File: src/rtl/m_cycle_sequencer_pkg.sv
// cpu_seq_pkg: sequencer state encoding, special opcodes and the M-cycle count lookup.
// Both table functions return the final M-cycle index of an instruction, which is its M-cycle count minus one.
// m_cycle_num_prefix returns the index for the CB suffix alone; the CB prefix byte's own cycle is not included.
package cpu_seq_pkg;
  typedef enum logic [1:0] {S_EXEC, S_CB, S_HALT} seq_state_t;
  localparam logic [7:0] OP_NOP    = 8'h00;
  localparam logic [7:0] OP_HALT   = 8'h76;
  localparam logic [7:0] OP_PREFIX = 8'hCB;
  function automatic logic [2:0] m_cycle_num(input logic [7:0] o);
    logic [2:0] r;
    r = 3'd0;
    case (o[7:6])
      2'b00: case (o[2:0])
        3'd0: r = o[5:3] == 3'd1 ? 3'd4 : (o[5:3] == 3'd0 || o[5:3] == 3'd2) ? 3'd0 : 3'd2;
        3'd1: r = o[3] ? 3'd1 : 3'd2;
        3'd2, 3'd3: r = 3'd1;
        3'd4, 3'd5: r = o[5:3] == 3'd6 ? 3'd2 : 3'd0;
        3'd6: r = o[5:3] == 3'd6 ? 3'd2 : 3'd1;
        default: r = 3'd0;
      endcase
      2'b01: r = (o != OP_HALT && (o[2:0] == 3'd6 || o[5:3] == 3'd6)) ? 3'd1 : 3'd0;
      2'b10: r = o[2:0] == 3'd6 ? 3'd1 : 3'd0;
      default: case (o)
        8'hC4, 8'hCC, 8'hD4, 8'hDC, 8'hCD: r = 3'd5;
        8'hC0, 8'hC8, 8'hD0, 8'hD8: r = 3'd4;
        8'hC2, 8'hC3, 8'hC5, 8'hC7, 8'hC9, 8'hCA, 8'hCF, 8'hD2, 8'hD5, 8'hD7, 8'hD9,
        8'hDA, 8'hDF, 8'hE5, 8'hE7, 8'hE8, 8'hEA, 8'hEF, 8'hF5, 8'hF7, 8'hFA, 8'hFF: r = 3'd3;
        8'hC1, 8'hD1, 8'hE0, 8'hE1, 8'hF0, 8'hF1, 8'hF8: r = 3'd2;
        8'hC6, 8'hCE, 8'hD6, 8'hDE, 8'hE2, 8'hE6, 8'hEE, 8'hF2, 8'hF6, 8'hF9, 8'hFE: r = 3'd1;
        8'hCB, 8'hE9, 8'hF3, 8'hFB: r = 3'd0;
        default: r = 3'bxxx;
      endcase
    endcase
    return r;
  endfunction
  function automatic logic [2:0] m_cycle_num_prefix(input logic [7:0] o);
    return o[2:0] != 3'd6 ? 3'd0 : o[7:6] == 2'b01 ? 3'd1 : 3'd2;
  endfunction
endpackage

File: src/rtl/m_cycle_sequencer_table.sv
// m_cycle_num_table: per-opcode final M-cycle index lookup.
// Ports: op / op_prefix are the main and CB-suffix opcodes; last_main / last_cb are their final indices.
module m_cycle_num_table
  import cpu_seq_pkg::*;
(
  input  logic [7:0] op,
  input  logic [7:0] op_prefix,
  output logic [2:0] last_main,
  output logic [2:0] last_cb
);
  always_comb begin
    last_main = m_cycle_num(op);
    last_cb = m_cycle_num_prefix(op_prefix);
  end
endmodule

File: src/rtl/m_cycle_sequencer.sv
// m_cycle_sequencer: steps the M-cycle index of the current opcode and handles fetch, CB prefix, HALT and early exit.
// Ports: clk/n_reset clock and async active-low reset; tick marks an M-cycle boundary; rdata is the fetched byte;
// cut_short ends a conditional instruction early; irq_pending wakes HALT; op/op_prefix/is_prefix/m_cycle/halted
// report sequencer state; final_cycle flags the last M-cycle; instr_done pulses one clk after an instruction ends.
module m_cycle_sequencer
  import cpu_seq_pkg::*;
#(
  parameter logic [7:0] RESET_OP = 8'h00
) (
  input  logic       clk,
  input  logic       n_reset,
  input  logic       tick,
  input  logic [7:0] rdata,
  input  logic       cut_short,
  input  logic       irq_pending,
  output logic [7:0] op,
  output logic [7:0] op_prefix,
  output logic       is_prefix,
  output logic [2:0] m_cycle,
  output logic       final_cycle,
  output logic       halted,
  output logic       instr_done
);
  seq_state_t state_q, state_d;
  logic [7:0] op_q, op_d, op_prefix_q, op_prefix_d;
  logic [2:0] m_cycle_q, m_cycle_d, last_main, last_cb, last;
  logic       instr_done_q, instr_done_d;
  m_cycle_num_table u_table (
    .op        (op_q),
    .op_prefix (op_prefix_q),
    .last_main (last_main),
    .last_cb   (last_cb)
  );
  // The CB prefix byte occupies a single M-cycle regardless of what the main table holds for it.
  always_comb begin
    last = state_q == S_CB ? last_cb : op_q == OP_PREFIX ? 3'd0 : last_main;
    final_cycle = state_q != S_HALT && (m_cycle_q == last || cut_short);
  end
  always_comb begin
    state_d = state_q;
    op_d = op_q;
    op_prefix_d = op_prefix_q;
    m_cycle_d = m_cycle_q;
    instr_done_d = 1'b0;
    if (tick) begin
      if (state_q == S_HALT) begin
        if (irq_pending) begin
          op_d = rdata;
          state_d = S_EXEC;
        end
      end else if (!final_cycle) begin
        m_cycle_d = m_cycle_q + 3'd1;
      end else begin
        m_cycle_d = 3'd0;
        if (state_q == S_CB) begin
          op_d = rdata;
          state_d = S_EXEC;
          instr_done_d = 1'b1;
        end else if (op_q == OP_PREFIX) begin
          op_prefix_d = rdata;
          state_d = S_CB;
        end else if (op_q == OP_HALT) begin
          state_d = S_HALT;
          instr_done_d = 1'b1;
        end else begin
          op_d = rdata;
          instr_done_d = 1'b1;
        end
      end
    end
  end
  always_ff @(posedge clk or negedge n_reset) begin
    if (!n_reset) begin
      state_q <= S_EXEC;
      op_q <= RESET_OP;
      op_prefix_q <= OP_NOP;
      m_cycle_q <= 3'd0;
      instr_done_q <= 1'b0;
    end else begin
      state_q <= state_d;
      op_q <= op_d;
      op_prefix_q <= op_prefix_d;
      m_cycle_q <= m_cycle_d;
      instr_done_q <= instr_done_d;
    end
  end
  always_comb begin
    op = op_q;
    op_prefix = op_prefix_q;
    is_prefix = state_q == S_CB;
    m_cycle = m_cycle_q;
    halted = state_q == S_HALT;
    instr_done = instr_done_q;
  end
endmodule
File: config.mk
export PLATFORM = sky130hd
export DESIGN_NAME = m_cycle_sequencer
export DESIGN_NICKNAME = d
export VERILOG_FILES = /design/src/rtl/m_cycle_sequencer_pkg.sv /design/src/rtl/m_cycle_sequencer_table.sv /design/src/rtl/m_cycle_sequencer.sv
export SDC_FILE = /design/constraint.sdc
export NUM_CORES = 1
export LEC_CHECK = 0
export CELL_PAD_IN_SITES_DETAIL_PLACEMENT = 0
export CELL_PAD_IN_SITES_GLOBAL_PLACEMENT = 1
export CORE_MARGIN = 1.5
export CORE_UTILIZATION = 36
export CTS_BUF_LIST = sky130_fd_sc_hd__clkbuf_4 sky130_fd_sc_hd__clkbuf_8
export CTS_CLUSTER_DIAMETER = 120
export DETAILED_ROUTE_END_ITERATION = 16
export PLACE_DENSITY = 0.88
export SLEW_MARGIN = 20
export SYNTH_ARGS = -nofsm -noshare
export SYNTH_HDL_FRONTEND = slang
export SYNTH_SLANG_ARGS = --single-unit
File: constraint.sdc
create_clock -name clk -period 2.9 [get_ports clk]
set_input_delay 0.29 -clock clk [delete_from_list [all_inputs] [get_ports clk]]
set_output_delay 0.29 -clock clk [all_outputs]
set_load 0.01 [all_outputs]
**Word-level counts from Yosys, hierarchy flattened**

Memories as Yosys holds them, arrays and structs flattened.
Index checks and enable logic that the tools add are counted.
Widths: inputs -> output; s select.

- Word-level logic and storage cells: 79
- Input bits: 13
- Memories: 1
- Register bits: 22
- Bits in latches: 0
- Memory bits (writable): 0
- ROM bits: 768
- Output and inout port bits: 23

- Multiplexer cells: 31
- Bitwise operators: 2
- Reductions and logical operators: 16
- $lt $le $gt $ge: 0
- Divide/modulo/power cells: 0
- Equality and inequality tests: 23
- Shift operators: 0
- $add $sub $neg: 1
- Multiply operators: 0

Memory list:

| name | words | bits a word | read ports | clocked after Yosys merged registers in | wr ports | line | RTL |
|---|---|---|---|---|---|---|---|
| (no name shown) | 256 | 3 | 1 | 0 | 0 | m_cycle_sequencer_pkg.sv:23 | `default: case (o)` |

Operator list:

| operator | number |
|---|---|
| $mux 8 | 6 |
| $mux 2 | 11 |
| $mux 3 | 5 |
| $pmux 3 s5 | 1 |
| $eq 3x3->1 const B | 4 |
| $reduce_and 5->1 | 2 |
| $eq 3x2->1 const B | 3 |
| $ne 3x3->1 const B | 3 |
| $pmux 3 s3 | 1 |
| $eq 8x7->1 const B | 1 |
| $eq 8x8->1 const B | 1 |
| $ne 8x7->1 const B | 1 |
| $mux 1 | 7 |
| $eq 2x1->1 const B | 3 |
| $eq 3x1->1 const B | 2 |
| $logic_not 3->1 | 2 |
| $eq 2x2->1 const B | 2 |
| $ne 2x2->1 const B | 2 |
| $reduce_and 4->1 | 1 |
| $reduce_bool 4->1 | 1 |
| $reduce_or 2->1 | 2 |
| $add 3x1->3 const B | 1 |
| $eq 3x3->1 | 1 |
| $logic_or 1x1->1 | 3 |
| 5 further kinds | 7 |

**Longest topological paths before layout**

Gate-level depths: netlist of the first run.

- Word-level depth: 14
- Gate-level depth with buffers: 11
- Depth with buffers taken out: 10

**Hierarchy**

From an unflattened synthesis of the first run, not the netlist that was laid out.

- Cells, all modules: 167
- Area, all modules: 1,676.6 um^2

Modules (own cells, without submodules):

| module | times used | sequential area each (um^2) | area an instance (um^2) | cells each |
|---|---|---|---|---|
| m_cycle_sequencer | 1 | 550.5 | 1,236.2 | 101 |
| m_cycle_num_table | 1 | 0.0 | 440.4 | 66 |

**Worst setup path after synthesis of the first run**

No wires, ideal clock.

- Path type: register -> register
- From: register op_q[1], in the netlist op[1]
- To: register op_q[0], in the netlist op[0]
- Clock period less this slack: 3,283 ps
- Buffers on the path: 1
- Cell stages (with the launch flop): 12
- Setup slack: -383 ps
- Library setup time: 125 ps
- Arrival time: 3,158 ps
- Path through: dfrtp_1 -> inv_1 -> ha_1 -> nor2_1 -> o311ai_0 -> a221oi_1 -> mux2_2 -> nor4b_2 -> a31oi_2 -> a221o_1 -> buf_6 -> mux2_4

- Longest elaborated chain between the ends: 12

RTL lines:

| what | line | RTL |
|---|---|---|
| start: declaration | m_cycle_sequencer.sv:25 | `logic [7:0] op_q, op_d, op_prefix_q, op_prefix_d;` |
| start signal: assignment | m_cycle_sequencer.sv:81 | `op_q <= op_d;` |
| branches (longest 11 deep; another with $mem_v2 256x3) | - |  |
| $reduce_and 5->1 (no line) * | - |  |

Mark *: on every way between the ends.
A chain may end at the register's enable or synchronous reset.

**Worst setup path in the final report of the first run**

- From: register op_q[1], in the netlist op[1]
- To: register op_q[5], in the netlist op[5]

Same word-level chain as after synthesis.

==> flow_summary.ini, run 1 <==
[clock_tree]
numCtsBuffers = 3
cts_tree = built
cts_buffer_depth = 2
cts_hold_buf = 0
cts.sinks = 22
cts_max_level = 1
insertion_delay_ns = 0.25
clk_pin_slew_ns = 0.08
cts_root_buf = clkbuf_8

[detailed_routing]
vias_per_cell = 5.37
drtPass1Iterations = 4
wirelength_um = 4430
final_antenna_net_count = 0
dr_total_vias = 1514
drc_errors = 0
wl_per_cell_um = 15.7
drt_iter0_drc = 66

[timing]
holdWs_ns = 0.372
maxSlewViolCount = 0
worstMarginPinSlew_ns = 0.306
relSlewSlack = 0.793
skew_ns = 0.00296
min_period_ns = 2.99
setup_slack_ns = -0.0932
rsz0062_at_grt = true
setup_viol = 16
max_freq_ghz = 0.334
hold_viol = 0
fin_crit_sh = 1.03

[placement]
place_congestion = 0.822
numPortBuffers = 35
post-dp-hpwl_um = 3140

[yosys]
yosysTopAreaCellShare = 0.348
async_reset_ff_frac = 1.00
synth_top_area_cell = dfrtp_1
synth_seq_cells = 22
yosysWarnings = 0
synth_cells = 158
syn_area_um2 = 1580
yosys-top-cells-area = dfrtp_1 (35%), mux2_4 (7.6%), mux2_2 (7.1%)
postSynthNetCount = 179
synth_edf_count = 0
post_synth_num_cell_types = 48
avgSynthCellArea_um2 = 10.0
ys_seq_area_frac = 0.348
synth_ff_type = dfrtp_1

[grt]
grt_pass1_vias = 1563
antenna_found_initial = 0
grt_pass1_wl_um = 7320
grt_max_degree = 23
grt.overflow.total = 0
grt_usage = 0.185

[run_status]
outcome = finished with violations
violations = setup timing

[job]
drv_cap = 0

[setup_path]
critPathMaxFanout = 8
r2r_slack_ns = -0.09
cp-start-kind = flop
ff2ff_path_depth = 11
end_kind = flop
r2r-start = op[1]$_DFFE_PN0P_
path_class = reg -> reg
arrival_ns = 3.14
crit_required_ns = 3.04
r2r_end = op[5]$_DFFE_PN0P_

[pwr]
p_per_area_nw_per_um2 = 1070
leakage_uw = 0.00114
ir_drop_mv = 0.522

[layout]
antenna_cells = 0
areaGrowthSynthToFinish_pct = 66.0
finish.net_count = 254
utilization = 0.638
drive_above_1_share = 0.435

[floorplanning]
die_x_um = 69.3
rows = 23
dieArea_um2 = 4800
core_um2 = 4120
die-height_um = 69.3
initial_core_util = 0.384
ioPinCount = 36

[hold_path]
hold_path_class = in -> async
==> routing by layer <==
metal	part of all wire	global-route usage
met5	0	0
met4	0.015	0.0545
met3	0.030	0.0218
met1	0.45	0.247
met2	0.50	0.314
==> flip-flops by register name (all words and copies together) (netlist names) <==
register	flops
instr_done	1
op	8
op_prefix	8
m_cycle	3
state_q	2
==> worst max-delay path by stage <==
| stage | start | end | slack (ns) |
|---|---|---|---|
| 2_1_floorplan | op[1]$_DFFE_PN0P_ | op_prefix[0]$_DFFE_PN0P_ | -0.08 |
| 4_1_cts | op[1]$_DFFE_PN0P_ | op[5]$_DFFE_PN0P_ | -0.13 |
| 5_1_grt | op[1]$_DFFE_PN0P_ | op[5]$_DFFE_PN0P_ | -0.18 |
| 3_3_place_gp | op[0]$_DFFE_PN0P_ | final_cycle | -0.15 |
| 6_report | op[1]$_DFFE_PN0P_ | op[5]$_DFFE_PN0P_ | -0.09 |
| 3_5_place_dp | op[1]$_DFFE_PN0P_ | op[0]$_DFFE_PN0P_ | -0.16 |
==> per-stage QoR <==
stage,power [uW],instances,setup slack [ns],instance area (um^2),setup TNS [ns]
5_1_grt,2980,282,-0.177,2620,-2.58
3_5_place_dp,2120,271,-0.158,2260,-2.27
4_1_cts,2590,281,-0.134,2510,-1.46
3_3_place_gp,2100,271,-0.146,2260,-2.07
6_report,2800,282,-0.0932,2620,-0.969
2_1_floorplan,1440,158,-0.0849,1630,-1.08
==> power breakdown <==
part	internal, uW	switching, uW
sequential	408	137
combinational	1120	937
clock	107	92.4
==> area by class of cell <==
cell class | instances | area [um^2]
fill | 319 | 1490
multi-input combinational | 118 | 1220
timing repair buffer | 76 | 684
sequential | 22 | 556
tap | 50 | 62.6
inverter | 12 | 50.0
clock buffer | 4 | 48.8
==> cells in the mapped netlist, types with 3 or more instances <==
| library cell | count |
|---|---|
| a211oi_1 | 3 |
| nand2_1 | 9 |
| inv_1 | 12 |
| nand3_1 | 3 |
| mux2_4 | 8 |
| nand2b_1 | 5 |
| mux2_2 | 10 |
| nor2_1 | 5 |
| dfrtp_1 | 22 |
| nor3_1 | 6 |
| nor2b_1 | 5 |
| ha_1 | 8 |
| a21oi_1 | 6 |
| and2_1 | 3 |
| nor3b_1 | 3 |
| o21ai_0 | 10 |
==> layout by cell type, fill, tap and decap left out, types with 4 or more instances in the layout <==
| cell | instances |
|---|---|
| a21oi_1 | 5 |
| buf_4 | 35 |
| buf_6 | 5 |
| clkdlybuf4s50_1 | 34 |
| dfrtp_1 | 18 |
| dfrtp_2 | 4 |
| ha_4 | 5 |
| inv_1 | 10 |
| mux2_4 | 18 |
| nand2_1 | 9 |
| nor2_1 | 4 |
| nor2b_1 | 5 |
| nor3_1 | 6 |
| o21ai_0 | 8 |
==> cells by family (layout without fill, tap and decap cells) <==
logic type / after synthesis / count (layout) / synth area share
multiplexers: 20 / 20 / 0.161
buffers and inverters: 18 / 92 / 0.0515
AND/OR/NAND/NOR: 53 / 53 / 0.205
flip-flops: 22 / 22 / 0.348
XOR/XNOR: 2 / 2 / 0.0111
AO/OA/AOI/OAI: 35 / 35 / 0.160
adder cells (fa/ha/maj): 8 / 8 / 0.0633
==> what timing repair did <==
| item | CTS | global route |
|---|---|---|
| pin swaps | 12 | 11 |
| setup endpoints to repair | 17 | 19 |
| resized for setup | 35 | 21 |
| setup buffers | 6 | 1 |
==> critical path, stage by stage (launching register included) <==
cell and delay (ns):
dfrtp_2 0.46, buf_12 0.15, ha_4 0.17, nor3b_2 0.20, nor4_2 0.08, a221oi_2 0.24, mux2_4 0.35, nor4b_4 0.26
a31oi_4 0.16, a221o_1 0.35, buf_6 0.16, mux2_4 0.31
(Power assumes the default switching activity.)
==> inputs of run 2 (changes only) <==
--- a/config.mk
+++ b/config.mk
@@ -5,6 +5,7 @@
 export SDC_FILE = /design/constraint.sdc
 export NUM_CORES = 1
 export LEC_CHECK = 0
+export CAP_MARGIN = 0
 export CELL_PAD_IN_SITES_DETAIL_PLACEMENT = 0
 export CELL_PAD_IN_SITES_GLOBAL_PLACEMENT = 1
 export CORE_MARGIN = 1.5
@@ -12,7 +13,7 @@
 export CTS_BUF_LIST = sky130_fd_sc_hd__clkbuf_4 sky130_fd_sc_hd__clkbuf_8
 export CTS_CLUSTER_DIAMETER = 120
 export DETAILED_ROUTE_END_ITERATION = 16
-export PLACE_DENSITY = 0.88
+export PLACE_DENSITY_LB_ADDON = 0.1
 export SLEW_MARGIN = 20
 export SYNTH_ARGS = -nofsm -noshare
 export SYNTH_HDL_FRONTEND = slang
==> run 2 against run 1 <==
The flow still finishes with violations (setup timing). Via count shrank 0.53%. Final cell count is the same. Die area is the same. Worst hold slack gained 0.0035 ns. Routed wire length grew 6.6%. Clock-buffer cell count is the same. Non-clock buffer count is the same. Largest cell class unchanged. Largest power group unchanged. Highest routed layer unchanged.
==> flow_summary.ini, run 2 (same netlist as run 1, synthesis figures left out) <==
[run_status]
outcome = finished with violations
violations = setup timing

[clock_tree]
cts_hold_buf = 0
cts_tree = built
cts_max_level = 1
cts_root_buf = clkbuf_8
clk_pin_slew_ns = 0.08
cts_buffer_depth = 2
numCtsBuffers = 3
cts.sinks = 22
insertion_delay_ns = 0.26

[layout]
n_fill_cell = 350
finish.net_count = 254
antenna_cells = 0
regArea_um2 = 556
drive_above_1_share = 0.435
final_area_um2 = 2540
final_cell_mix = buf_4 (38), clkdlybuf4s50_1 (34), mux2_4 (18), dfrtp_1 (18), inv_1 (10)
multi_input_area_um2 = 1170
final_common_cell = buf_4
utilization = 0.618
areaGrowthSynthToFinish_pct = 61.0

[pwr]
leakage_uw = 0.00111
power_uw = 2660
pwr-share-seq = 0.214
ir_drop_mv = 0.456
p_per_area_nw_per_um2 = 1040
p_comb_frac = 0.707
clkPwrFrac = 0.078
switchingPower_uw = 1110
p_sw_frac = 0.419
p_int_uw = 1540

[placement]
place_congestion = 0.867
dpl-instance-area_um2 = 2280
post-dp-hpwl_um = 3420
numPortBuffers = 35

[detailed_routing]
drtPass1Iterations = 4
final_antenna_net_count = 0
wirelength_um = 4730
vias_per_cell = 5.34
dr_total_vias = 1506
wl_per_cell_um = 16.8
drc_errors = 0
drt_iter0_drc = 84

[setup_path]
cpPeakStageDelay_ns = 0.44
arrival_ns = 3.16
path_class = reg -> reg
critPathMaxFanout = 8
r2r-start = op[0]$_DFFE_PN0P_
r2r_slack_ns = -0.11
ff2ff_path_depth = 11
cp-start-kind = flop
crit_required_ns = 3.05
end_kind = flop
path_cells = inv_4, ha_4, nor2_4, o311ai_2, a221oi_2, mux2_4, nor4b_4, a31oi_4, a221o_1, buf_6, mux2_4
cpMaxStageDelayCell = dfrtp_2
crit_top_cell = mux2_4
r2r_end = op[1]$_DFFE_PN0P_

[floorplanning]
die_x_um = 69.3
initial_core_util = 0.384
dieArea_um2 = 4800
ioPinCount = 36
core_um2 = 4120
die-height_um = 69.3
rows = 23

[grt]
antenna_found_initial = 0
grt_pass1_wl_um = 7810
grt_max_degree = 23
grt_pass1_vias = 1581
grt_usage = 0.203
grt.overflow.total = 0

[timing]
maxSlewViolCount = 0
relSlewSlack = 0.662
worstMarginPinSlew_ns = 0.504
rsz0062_at_grt = true
hold_viol = 0
skew_ns = 0.00483
setup_slack_ns = -0.108
setup_viol = 16
max_freq_ghz = 0.332
min_period_ns = 3.01
fin_crit_sh = 1.04

[job]
drv_cap = 0

[hold_path]
hold_path_class = in -> async
run 2: cell counts in the layout (fill, tap and decap cells not counted):
Identical to the previous run, type by type.
run 2: metrics by stage:
step	worst slack [ns]	TNS (ns)	hold WS [ns]	instances
2_1_floorplan	-0.0849	-1.08	-0.00559	158
3_3_place_gp	-0.169	-2.43	0.492	274
3_5_place_dp	-0.231	-3.38	0.494	274
4_1_cts	-0.110	-1.11	0.378	281
5_1_grt	-0.232	-3.35	0.406	282
6_report	-0.108	-1.12	0.375	282
run 2: repair_timing:
action | in CTS | in global routing
pin swaps | 3 | 5
endpoints found under the setup margin | 18 | 19
buffers inserted | 3 | 1
resized for setup | 28 | 21
run 2: layout make-up:
cell class | instances | share of cell area
sequential | 22 | 0.218
tap | 50 | 0.0246
clock buffer | 4 | 0.0192
timing repair buffer | 76 | 0.261
multi-input combinational | 118 | 0.458
inverter | 12 | 0.0187
run 2: critical path: cells and delay by family (launching register included):
family	cells	cell delay, ns
compound gates	4	0.95
mux	2	0.65
flops	1	0.44
simple gates	2	0.37
buf+inv	2	0.27
fa+ha+maj	1	0.22
run 2: routing by layer:
layer	global-route usage	part of all wire
met1	0.279	0.46
met2	0.323	0.47
met3	0.0305	0.036
met4	0.0741	0.026
met5	0	0
run 2: worst max-delay path by stage:
stage | start | end | slack [ns]
finish | op[0]$_DFFE_PN0P_ | op[1]$_DFFE_PN0P_ | -0.11
global route | op[1]$_DFFE_PN0P_ | op[3]$_DFFE_PN0P_ | -0.23
CTS | op[0]$_DFFE_PN0P_ | final_cycle | -0.11
detailed placement | op[0]$_DFFE_PN0P_ | op[3]$_DFFE_PN0P_ | -0.23
global placement | op[0]$_DFFE_PN0P_ | op[0]$_DFFE_PN0P_ | -0.17
floorplan | op[1]$_DFFE_PN0P_ | op_prefix[0]$_DFFE_PN0P_ | -0.08
run 2: power by group through the flow:
| stage | clock (uW) | combinational, uW | sequential, uW |
|---|---|---|---|
| after global placement | 0 | 1600 | 547 |
| final | 208 | 1880 | 569 |
| after global routing | 223 | 2030 | 585 |
| after floorplan | 0 | 872 | 572 |
| after CTS | 214 | 1760 | 550 |
| after detailed placement | 0 | 1610 | 554 |
